**config.mk**
```make
export PLATFORM = sky130hd
export DESIGN_NAME = pixel_scan_ctrl
export DESIGN_NICKNAME = d
export VERILOG_FILES = /design/src/rtl/pixel_scan_ctrl.sv
export SDC_FILE = /design/constraint.sdc
export NUM_CORES = 1
export LEC_CHECK = 0
export ABC_AREA = 1
export CORE_ASPECT_RATIO = 1.2
export CORE_MARGIN = 3
export CORE_UTILIZATION = 50
export DETAILED_ROUTE_END_ITERATION = 16
export PLACE_DENSITY = 0.7
export SLEW_MARGIN = 20
export SYNTH_ARGS = -nofsm -noshare
export SYNTH_HDL_FRONTEND = slang
export SYNTH_SLANG_ARGS = --single-unit
```
**constraint.sdc**
```tcl
create_clock -name sysclk -period 5.5 [get_ports sysclk]
set_clock_uncertainty 0.15 [all_clocks]
set_input_delay 1.1 -clock sysclk [delete_from_list [all_inputs] [get_ports sysclk]]
set_output_delay 1.1 -clock sysclk [all_outputs]
set_load 0.05 [all_outputs]
```
**src/rtl/pixel_scan_ctrl.sv**
```systemverilog
// Frame scan sequencer: raster-walks pixels into the ray pipeline, pairs returning hits with
// a latency-matched valid shift register and emits one framebuffer write per pixel.
// Optional hit counter output enabled by defining PIXEL_SCAN_STATS_EN.
module pixel_scan_ctrl #(
  parameter int unsigned H_RES    = 800,
  parameter int unsigned V_RES    = 600,
  parameter int unsigned PIPE_LAT = 12,
  parameter int unsigned ADDR_W   = 19
) (
  input  logic              sysclk,
  input  logic              rst,
  input  logic              start,
  input  logic              stall,
  output logic [9:0]        pixel_x,
  output logic [9:0]        pixel_y,
  output logic              pixel_valid,
  input  logic              hit_in,
  output logic              wr_en,
  output logic [ADDR_W-1:0] wr_addr,
  output logic              wr_data,
  output logic              busy,
`ifdef PIXEL_SCAN_STATS_EN
  output logic [ADDR_W-1:0] hit_count,
`endif
  output logic              frame_done
);

  localparam int unsigned XY_W = 10;

  typedef enum logic [1:0] {
    S_IDLE,
    S_SCAN,
    S_DRAIN,
    S_DONE
  } state_t;

  state_t              state_q, state_d;
  logic [PIPE_LAT-1:0] vld_sr_q;
  logic [ADDR_W-1:0]   wr_cnt_q, wr_cnt_d;
  logic [XY_W-1:0]     x_d, y_d;
  logic [ADDR_W-1:0]   wr_addr_d;
  logic                valid_d, wr_en_d, wr_data_d, busy_d, done_d;
  logic                tail, wr_fire, last_pix, line_end;

  assign tail     = vld_sr_q[PIPE_LAT-1];
  assign wr_fire  = tail & ~stall;
  assign line_end = (pixel_x == XY_W'(H_RES - 1));
  assign last_pix = line_end && (pixel_y == XY_W'(V_RES - 1));

  // Next-state, scan counters and writeback
  always_comb begin
    state_d   = state_q;
    x_d       = pixel_x;
    y_d       = pixel_y;
    valid_d   = pixel_valid;
    wr_cnt_d  = wr_cnt_q;
    wr_addr_d = wr_addr;
    wr_data_d = wr_data;
    wr_en_d   = wr_fire;

    case (state_q)
      S_IDLE: begin
        valid_d = 1'b0;
        if (start) begin
          state_d  = S_SCAN;
          x_d      = '0;
          y_d      = '0;
          valid_d  = 1'b1;
          wr_cnt_d = '0;
        end
      end
      S_SCAN: begin
        if (!stall) begin
          if (last_pix) begin
            valid_d = 1'b0;
            state_d = S_DRAIN;
          end else if (line_end) begin
            x_d = '0;
            y_d = pixel_y + XY_W'(1);
          end else begin
            x_d = pixel_x + XY_W'(1);
          end
        end
      end
      S_DRAIN: begin
        // Shift register empties in the same cycle the final write is presented
        if (!stall && (vld_sr_q == '0)) state_d = S_DONE;
      end
      S_DONE: begin
        valid_d = 1'b0;
        state_d = S_IDLE;
      end
      default: state_d = S_IDLE;
    endcase

    if (wr_fire) begin
      wr_addr_d = wr_cnt_q;
      wr_data_d = hit_in;
      wr_cnt_d  = wr_cnt_q + ADDR_W'(1);
    end

    busy_d = (state_d == S_SCAN) || (state_d == S_DRAIN);
    done_d = (state_d == S_DONE);
  end

  always_ff @(posedge sysclk) begin
    if (rst) begin
      state_q     <= S_IDLE;
      vld_sr_q    <= '0;
      wr_cnt_q    <= '0;
      pixel_x     <= '0;
      pixel_y     <= '0;
      pixel_valid <= 1'b0;
      wr_en       <= 1'b0;
      wr_addr     <= '0;
      wr_data     <= 1'b0;
      busy        <= 1'b0;
      frame_done  <= 1'b0;
    end else begin
      state_q     <= state_d;
      wr_cnt_q    <= wr_cnt_d;
      pixel_x     <= x_d;
      pixel_y     <= y_d;
      pixel_valid <= valid_d;
      wr_en       <= wr_en_d;
      wr_addr     <= wr_addr_d;
      wr_data     <= wr_data_d;
      busy        <= busy_d;
      frame_done  <= done_d;
      // Valid tracker freezes together with the downstream pipeline
      if (!stall) begin
        vld_sr_q[0] <= pixel_valid;
        for (int i = 1; i < int'(PIPE_LAT); i++) vld_sr_q[i] <= vld_sr_q[i-1];
      end
    end
  end

`ifdef PIXEL_SCAN_STATS_EN
  always_ff @(posedge sysclk) begin
    if (rst) begin
      hit_count <= '0;
    end else if ((state_q == S_IDLE) && start) begin
      hit_count <= '0;
    end else if (wr_fire && hit_in) begin
      hit_count <= hit_count + ADDR_W'(1);
    end
  end
`endif

endmodule

```
# Word level (Yosys, flattened, before mapping)
# Cells that the tools add are included.
[totals] ff_bits=77 in_bits=5 out_inout_bits=44
[classes] add_sub_neg=3 eq_ne=13 muxes=21 n_bitwise=2 n_reduce_logical=14
[ops] cell="10-bit 2-to-1 mux" n=7
[ops] cell="19-bit 2-to-1 mux" n=3
[ops] cell="10-bit case mux with 2 select lines" n=2
[ops] cell="10-bit by 1-bit adder with 10-bit output, second input constant" n=2
[ops] cell="10-bit == test, second input constant" n=2
[ops] cell="19-bit by 1-bit adder with 19-bit output, second input constant" n=1
[ops] cell="12-bit zero test" n=1
[ops] cell="2-bit != test, second input constant" n=5
[ops] cell="2-bit == test, second input constant" n=4
[ops] cell="2-bit 2-to-1 mux" n=4
[ops] cell="2-bit case mux with 4 select lines" n=1
[ops] cell="2-bit nonzero test" n=3
[ops] cell="5-bit AND reduction" n=1
[ops] cell="2-bit by 1-bit == test with 1-bit output, second input constant" n=2
[ops] cell="4-bit AND reduction" n=1
[ops] cell="1-bit 2-to-1 mux" n=3
[ops] cell="1-bit case mux with 3 select lines" n=1
[ops] cell="3-bit AND reduction" n=1
[ops] cell="3-bit nonzero test" n=1
[ops] cell="1-bit logical AND" n=2
[ops] cell="2-bit zero test" n=1
[ops] cell="2-bit AND reduction" n=1
[ops] cell="1-bit AND" n=1
[ops] cell="1-bit zero test" n=1
[ops] cell="2 further kinds" n=2

# Longest topological paths before layout
# Gate-level depths: netlist (run 1).
[depth] word_depth=7 mapped_depth=13

# Least setup slack after synthesis (run 1)
# Ideal clock, no wire load.
[synth_path] path_type="reg2reg" start="register pixel_x[0]" end="register busy" t_arrival_ns=2.045 required_time_ns=5.222 setup_slack_ns=3.177 path_stages_with_launch=12 n_path_buf=0 period_less_slack_ns=2.323 path_cell_list="dfxtp_1 > ha_1 > nand4_2 > nor2_2 > nand2_1 > nand2_1 > nand2_1 > a21oi_1 > nand2_1 > ha_1 > inv_1 > nor2_1"
[synth_between] elab_chain_cells=7 word_cells_on_any_way=8 cone_classes="3 x eq/ne; 3 x mux; 2 x reduce/logical"
[synth_lines] item="from (decl)" line_no="14" rtl="output logic [9:0] pixel_x,"
[synth_lines] item="from (signal assigned)" line_no="111" rtl="pixel_x <= '0;"
[synth_lines] item="from (signal assigned)" line_no="122" rtl="pixel_x <= x_d;"
[synth_lines] item="10-bit == test *" line_no="47" rtl="assign line_end = (pixel_x == XY_W'(H_RES - 1));"
[synth_lines] item="1-bit logical AND *" line_no="48" rtl="assign last_pix = line_end && (pixel_y == XY_W'(V_RES - 1));"
[synth_lines] item="2-bit 2-to-1 mux *" line_no="74" rtl="if (last_pix) begin"
[synth_lines] item="2-bit 2-to-1 mux *" line_no="73" rtl="if (!stall) begin"
[synth_lines] item="2-bit case mux with 4 select lines *" line_no="61" rtl="case (state_q)"
[synth_lines] item="2-bit by 1-bit == test with 1-bit output or 2-bit == test (tied branches)" line_no="102" rtl="busy_d = (state_d == S_SCAN) || (state_d == S_DRAIN);"
[synth_lines] item="1-bit logical OR *" line_no="102"
[synth_lines] item="net busy_d" line_no="42" rtl="logic valid_d, wr_en_d, wr_data_d, busy_d, done_d;"
[synth_lines] item="to (signal assigned)" line_no="128" rtl="busy <= busy_d;"
[synth_lines] item="to (decl)" line_no="21" rtl="output logic busy,"
# Mark *: on every way through the listed nets, which the timed path passes. The rest lies on a longest branch.
# A chain may end at the register's enable or synchronous reset.

# Worst setup path in the final report (run 1)
[layout_path] start="input port stall" end="register wr_cnt_q[16]"
[layout_between] elab_chain_cells=4 word_cells_on_any_way=6 cone_classes="1 x mux; 2 x bitwise; 3 x reduce/logical"
[layout_lines] item="from (decl)" line_no="13" rtl="input logic stall,"
[layout_lines] item="1-bit inverter *" line_no="46" rtl="assign wr_fire = tail & ~stall;"
[layout_lines] item="1-bit AND *" line_no="46"
[layout_lines] item="2-bit nonzero test (no source line)"
[layout_lines] item="2-bit AND reduction (no source line)"
[layout_lines] item="to (signal assigned)" line_no="121" rtl="wr_cnt_q <= wr_cnt_d;"
[layout_lines] item="to (decl)" line_no="39" rtl="logic [ADDR_W-1:0] wr_cnt_q, wr_cnt_d;"
# Mark *: on every way between the ends. The rest lies on a longest branch, timed or not.

==> results of run 1 <==
sequential cells by signal, indices dropped and copies added (netlist names), 2 cells and up:
name and flops:
state_q 2, pixel_x 10, wr_addr 19, pixel_y 10, wr_cnt_q 19, vld_sr_q 12
final cells by class:
cell class                 count  area, µm²  area share
timing repair buffer          51        503       0.115
inverter                      63        236      0.0540
sequential                    77       1540       0.352
tap                           87        109      0.0249
clock inverter                 5       61.3      0.0140
clock buffer                  10        128      0.0292
multi-input combinational    367       1800       0.411
worst max-delay path by stage:
stage	startpoint	to	slack, ps	cells past startpoint
4_1_cts	stall	wr_cnt_q[16]	1980	10
3_3_place_gp	stall	wr_cnt_q[16]	1740	10
2_1_floorplan	pixel_x[0]	busy	3180	11
3_5_place_dp	stall	wr_cnt_q[16]	1620	10
5_1_grt	stall	wr_cnt_q[16]	1640	10
6_report	stall	wr_cnt_q[16]	1970	10
power by group:
part | switching (mW) | internal, mW | total (mW)
clock | 0.212 | 0.209 | 0.421
sequential | 0.0134 | 0.575 | 0.588
combinational | 0.108 | 0.0461 | 0.154
cells in the mapped netlist (2+ instances only):
cell type and number:
a21oi_1 45, nor2_4 2, or2_2 2, nor3b_1 2
buf_6 3, nor2_1 77, inv_2 4, nor2_2 4
o22ai_1 2, nor3_1 8, nand3_2 2, nand3_1 19
inv_1 59, nand4_1 17, a211oi_1 3, o21ai_0 44
a31oi_1 2, a21oi_2 3, buf_2 6, dfxtp_1 77
ha_1 4, clkbuf_1 9, nand2_1 111, xor2_1 6
routing by layer:
layer | global-route usage | vias to the layer above
li1 | - | 1810
met1 | 0.261 | 1610
met2 | 0.360 | 91
met3 | 0.0328 | 14
met4 | 0.0903 | 0
met5 | 0 | -
kinds of logic after synthesis:
logic type | count (synthesis) | share of synthesized area
xor gates and xnor gates | 6 | 0.0143
AOI/OAI and AO/OA | 107 | 0.163
adders and majority gates | 4 | 0.0136
DFF | 77 | 0.419
and+or+nand+nor | 250 | 0.298
buffers and inverters | 82 | 0.0919
worst max-delay path, cell delays in order:
cell and delay (ps):
clkdlybuf4s50_1 700, nor2_2 640, buf_4 420, nand2_1 150, nor2_1 160, nand2_1 100
inv_1 100, nand2_1 70, nor2_1 120, a21oi_1 50
==> metrics.yaml, run 1 <==
cp.arrival_ps: 3620
cts-root-buf: "clkbuf_8"
gp_congestion: 0.865
required_ps: 5590
p_leak_nw: 1.65
drv_slew: 0
r2r_start: "pixel_x[0]"
relSlewSlack: 0.583
route.top_layer_used: "met4"
htreeDepth: 3
fin_setup_tns_ps: 0
antennaDiodeCount: 0
post-route-util: 0.627
synth.yosys.seq_area_share: 0.419
wl_per_cell_um: 12.9
hold_end: "wr_cnt_q[17]"
critPathLaunchType: "input pin"
timing.final.crit_share: 0.642
synthCells: 526
port_buffers: 48
worstReg2RegEnd: "busy"
yosys_warnings: 0
drc: 0
fin_ws_ps: 1970
synthTopCellsByArea: "dfxtp_1, nand2_1, nor2_1, a21oi_1, inv_1"
yosys.cell_types.count: 39
finalPower_mw: 1.16
clk_pin_slew_ps: 80
numCtsBuffers: 9
first_pass_iters: 5
syn_nets: 535
path_max_fanout: 35
drt-met1-wl_mm: 3.78
worstSetupEndpointType: "flip-flop"
viasPerCell: 5.34
vias: 3525
cts_num_sinks: 77
postCtsSetupRepairBufs: 0
die_area_um2: 8420
period_needed_ps: 3530
drtIter0Drc: 123
async_flop_share: 0
ys.flop_type: "dfxtp_1"
p_per_area_nw_per_um2: 266
dp.cells: 645
instances_no_fill: 660
area_growth_pct: 19.0
drive_gt1_frac: 0.0663
final_cell_mix: "nand2_1, nor2_1, dfxtp_1"
synth_top_cell_area_share: 0.419
clk-insertion-delay-late_ps: 350
rows: 33
fmax_mhz: 283
final_common_cell: "nand2_1"
synth_edf_count: 0
r2r_setup_slack_ps: 3170
yosysTopAreaCell: "dfxtp_1"
peakVddDrop_mv: 0.160
worstHoldStart: "wr_cnt_q[17]"
fp.dieH_um: 99.9
status: "complete, no violations"
die_x_um: 84.3
cts_tree: "built"
grt_max_degree: 36
antenna_found_initial: 0
wl_met2_mm: 4.19
maxCapViolations: 0
grt_pass1_wl_mm: 14.6
holdWs_ps: 320
rsz0062_at_grt: "false"
nFillCells: 647
cts_hold_buffers: 0
finalHoldViolations: 0
finalSetupViolations: 0
hp-class: "flip-flop to flip-flop"
drt-total-wl_mm: 8.49
track_usage: 0.210
dr_wl_met3_um: 354
whs_path_depth: 2
ant_nets: 0
dp.final_hpwl_mm: 6.02
final_area_um2: 4380
dpl_worst_slack_ps: 1620
core_um2: 6980
avgSynthCellArea_um2: 6.99
start_util: 0.527
grt_remaining_overflow: 0
ff2ff_path_depth: 8
ys_ff_latch: 77
dpl_cell_area_um2: 4190
ios: 49
grt_pass1_vias: 3245
cts_resized: 0
max-clock-path-buffers: 2
crit_type: "input pin to flip-flop"
synth_area_um2: 3680
num-nets-final: 578
tightest_slew_ps: 625
No activity file was read; power rests on OpenSTA's default activity.
==> run 2: changes to the inputs <==
- CORE_UTILIZATION: 50 -> 49
- PLACE_DENSITY: 0.7 -> 0.71
- clock period: 5.5 -> 3 ns (I/O delays scaled with it)
==> metrics.yaml, run 2 (synthesized netlist as in run 1, its figures left out) <==
status: "complete, no violations"
antennaDiodeCount: 0
critPathLaunchType: "flip-flop"
area_growth_pct: 19.9
fmax_mhz: 411
ff2ff_path_depth: 10
worstSetupEndpointType: "output pin"
finalHoldViolations: 0
worstReg2RegEnd: "busy"
r2r_start: "pixel_y[0]"
core_um2: 7060
p_leak_nw: 1.68
r2r_setup_slack_ps: 690
hp-class: "flip-flop to flip-flop"
cts-root-buf: "clkbuf_8"
power.internal_mw: 1.56
track_usage: 0.206
p_sw_mw: 0.590
drc: 0
rsz0062_at_grt: "false"
cts_resized: 0
crit_chain: "clkdlybuf4s50_1"
instances_no_fill: 663
dp.cells: 648
ios: 49
numCtsBuffers: 9
wl_per_cell_um: 13.0
grt_max_degree: 31
port_buffers: 48
dp.final_hpwl_mm: 6.14
seqPwrFrac: 0.501
swShare: 0.274
startpoint: "pixel_x[2]"
p_per_area_nw_per_um2: 489
cts_tree: "built"
htreeDepth: 3
cp.arrival_ps: 1680
required_ps: 2250
clk_pin_slew_ps: 70
antenna_found_initial: 0
path_buf_inv: 1
final_common_cell: "nand2_1"
power_frac_clock: 0.365
critPathTopFamily: "buffers and inverters"
ant_nets: 0
gp_congestion: 0.853
slowest_stage: "clkdlybuf4s50_1"
cp_num_cells: 1
rows: 33
drive_gt1_frac: 0.0729
postCtsSetupRepairBufs: 0
cts_hold_buffers: 0
fp.dieH_um: 101
cp-endpoint: "pixel_x[2]"
grt_remaining_overflow: 0
viasPerCell: 5.32
die_x_um: 85.1
top_regs: "wr_addr x19, wr_cnt_q x19, vld_sr_q x12"
tightest_slew_ps: 512
relSlewSlack: 0.656
drtIter0Drc: 219
path_max_fanout: 7
fin_setup_tns_ps: 0
peakVddDrop_mv: 0.383
cts_num_sinks: 77
p_comb_frac: 0.134
grt_pass1_wl_mm: 14.5
grt_pass1_vias: 3127
timing.final.crit_share: 0.811
vias: 3524
final_cell_mix: "nand2_1, nor2_1, dfxtp_1"
max-clock-path-buffers: 2
drt-total-wl_mm: 8.62
crit_type: "flip-flop to output pin"
first_pass_iters: 5
crit_path_max_incr_delay_ps: 860
period_needed_ps: 2430
start_util: 0.521
finalSetupViolations: 0
num-nets-final: 581
clk-insertion-delay-late_ps: 340
drv_slew: 0
whs_path_depth: 2
die_area_um2: 8580
maxCapViolations: 0
[run 2: changes by cell type in the layout (fill, tap and decap cells not counted), sizes merged]
| cell | change |
|---|---|
| clkbuf | +1 |
| clkinvlp | -2 |
| inv | -1 |
| clkinv | +2 |
| buf | +3 |
[run 2: power by group through the flow]
stage | sequential [mW] | combinational [mW] | clock [mW]
floorplan | 1.17 | 0.139 | 0
global placement | 1.10 | 0.285 | 0
detailed placement | 1.10 | 0.288 | 0
CTS | 1.08 | 0.290 | 0.804
global route | 1.08 | 0.314 | 0.848
finish | 1.08 | 0.288 | 0.787
[run 2: worst reg2reg max path, cell delays in order (launching register included)]
cell,delay [ps]
dfxtp_1,450
ha_1,220
nand2_1,80
nor2_1,110
nand2_1,50
nor2_1,210
nand3_2,320
o21ai_4,240
ha_1,250
inv_1,60
nor2_1,30
[run 2: layout make-up]
type                    instances  area (µm²)
clock inverters                 4        47.5
well taps                      87         109
repair buffers                 54         526
flip-flops and latches         77        1540
fillers                       612        2650
inverters                      63         236
multi-input cells             367        1800
clock buffers                  11         151
[run 2: layer usage]
metal | up-vias | GRT usage | part of all wire
met2 | 118 | 0.333 | 0.46
met4 | 0 | 0.0731 | 0.017
li1 | 1803 | - | -
met5 | - | 0 | 0
met1 | 1588 | 0.263 | 0.45
met3 | 15 | 0.0548 | 0.071
[run 2: per-stage QoR]
| step | hold WS, ps | cell area (µm²) | util | setup WS [ps] | power, mW |
|---|---|---|---|---|---|
| floorplan | 289 | 3680 | - | 677 | 1.31 |
| global placement | 300 | 4210 | 0.596 | 541 | 1.39 |
| detailed placement | 318 | 4210 | 0.596 | 454 | 1.39 |
| CTS | 330 | 4410 | 0.624 | 545 | 2.17 |
| global route | 349 | 4410 | 0.624 | 509 | 2.24 |
| finish | 323 | 4410 | 0.624 | 568 | 2.15 |
[run 2: worst min path at each step]
| stage | from | endpoint | slack [ps] |
|---|---|---|---|
| after floorplan | wr_cnt_q[17] | wr_cnt_q[17] | 290 |
| after global placement | wr_cnt_q[17] | wr_cnt_q[17] | 300 |
| after detailed placement | wr_cnt_q[18] | wr_addr[18] | 320 |
| after CTS | wr_cnt_q[18] | wr_addr[18] | 330 |
| after global routing | wr_cnt_q[17] | wr_cnt_q[17] | 350 |
| final | wr_cnt_q[18] | wr_addr[18] | 320 |
==> run 3: changes to the inputs <==
- CORE_UTILIZATION: 49 -> 50
- PLACE_DENSITY: 0.71 -> 0.7
- clock period: 3 -> 2.5 ns (I/O delays scaled with it)
==> metrics.yaml, run 3 (synthesized netlist as in run 1, its figures left out) <==
wl_met2_mm: 4.26
r2r_setup_slack_ps: 390
track_usage: 0.210
clk_pin_slew_ps: 80
first_pass_iters: 5
area_growth_pct: 22.6
seqCellArea_um2: 1540
vias: 3481
finalHoldViolations: 0
cts_tree: "built"
cts_hold_buffers: 0
num-nets-final: 586
path_buf_inv: 1
p_per_area_nw_per_um2: 624
die_x_um: 84.3
path_max_fanout: 7
wl_per_cell_um: 12.8
worstSetupEndpointType: "output pin"
max-clock-path-buffers: 2
drc: 0
dp.cells: 653
top_regs: "wr_addr x19, wr_cnt_q x19, vld_sr_q x12"
critPathLaunchType: "flip-flop"
crit_path_max_incr_delay_ps: 850
crit_chain: "clkdlybuf4s50_1"
die_area_um2: 8420
clk-insertion-delay-late_ps: 350
antenna_found_initial: 0
drtIter0Drc: 158
drt-met1-wl_mm: 3.83
rsz0062_at_grt: "false"
gp_congestion: 0.879
cts-root-buf: "clkbuf_8"
maxCapViolations: 0
finalSetupViolations: 0
status: "complete, no violations"
cts_num_sinks: 77
start_util: 0.527
period_needed_ps: 2320
critPathTopFamily: "buffers and inverters"
postCtsSetupRepairBufs: 0
dr_wl_met3_um: 376
grt_max_degree: 31
antennaDiodeCount: 0
htreeDepth: 3
fmax_mhz: 431
fin_setup_tns_ps: 0
holdWs_ps: 328
numCtsBuffers: 9
core_um2: 6980
tightest_slew_ps: 528
instances_no_fill: 669
dp.final_hpwl_mm: 6.11
multi_input_area_um2: 1800
slowest_stage: "clkdlybuf4s50_1"
route.top_layer_used: "met4"
final_common_cell: "nand2_1"
hp-class: "flip-flop to flip-flop"
relSlewSlack: 0.646
final_cell_mix: "nand2_1, nor2_1, dfxtp_1"
viasPerCell: 5.20
grt_pass1_vias: 3278
required_ps: 1850
crit_type: "flip-flop to output pin"
port_buffers: 48
drive_gt1_frac: 0.0808
peakVddDrop_mv: 0.353
cts_resized: 0
timing.final.crit_share: 0.929
fp.dieH_um: 99.9
drt-total-wl_mm: 8.55
cp.arrival_ps: 1670
nFillCells: 612
grt_pass1_wl_mm: 14.6
rows: 33
ios: 49
p_leak_nw: 1.73
drv_slew: 0
ant_nets: 0
grt_remaining_overflow: 0
run 3: per-layer routing:
metal	vias to the layer above	GRT usage
met4	0	0.0903
met5	-	0
met1	1576	0.263
met3	7	0.0312
met2	78	0.358
li1	1820	-
run 3: per-stage QoR:
| stage | worst slack (ps) | total power [mW] | util | area, µm² |
|---|---|---|---|---|
| after global routing | 131 | 2.92 | 0.646 | 4510 |
| after CTS | 163 | 2.84 | 0.646 | 4510 |
| final | 178 | 2.81 | 0.646 | 4510 |
| after floorplan | 177 | 1.57 | - | 3680 |
| after global placement | 166 | 1.68 | 0.611 | 4260 |
| after detailed placement | 117 | 1.68 | 0.611 | 4260 |
run 3: layout make-up:
cell class              instances  share of cell area
flip-flops and latches         77               0.342
well taps                      87              0.0241
clock inverters                 5              0.0236
clock buffers                  11              0.0314
multi-input cells             367               0.399
inverters                      63              0.0525
repair buffers                 59               0.128
run 3: final timing paths:
path              start          to  cells past startpoint
max          pixel_x[4]  pixel_x[4]                      1
max reg2reg  pixel_x[1]        busy                     11
min reg2reg  wr_addr[7]  wr_addr[7]                      2
min          wr_addr[7]  wr_addr[7]                      2
run 3: worst register-to-register path, stage by stage, from the launching register on:
cell and delay [ps]:
dfxtp_1 400, ha_1 250, nand4_2 180, nor2_2 210, nand2_1 80, nand2_1 80
nand2_1 60, a21oi_1 160, nand2_1 70, ha_1 270, inv_1 50, nor2_1 30
run 3: power by group:
part           internal (mW)  switching [mW]
combinational          0.115           0.248
sequential              1.27          0.0242
clock                  0.695           0.465
total                   2.07           0.737
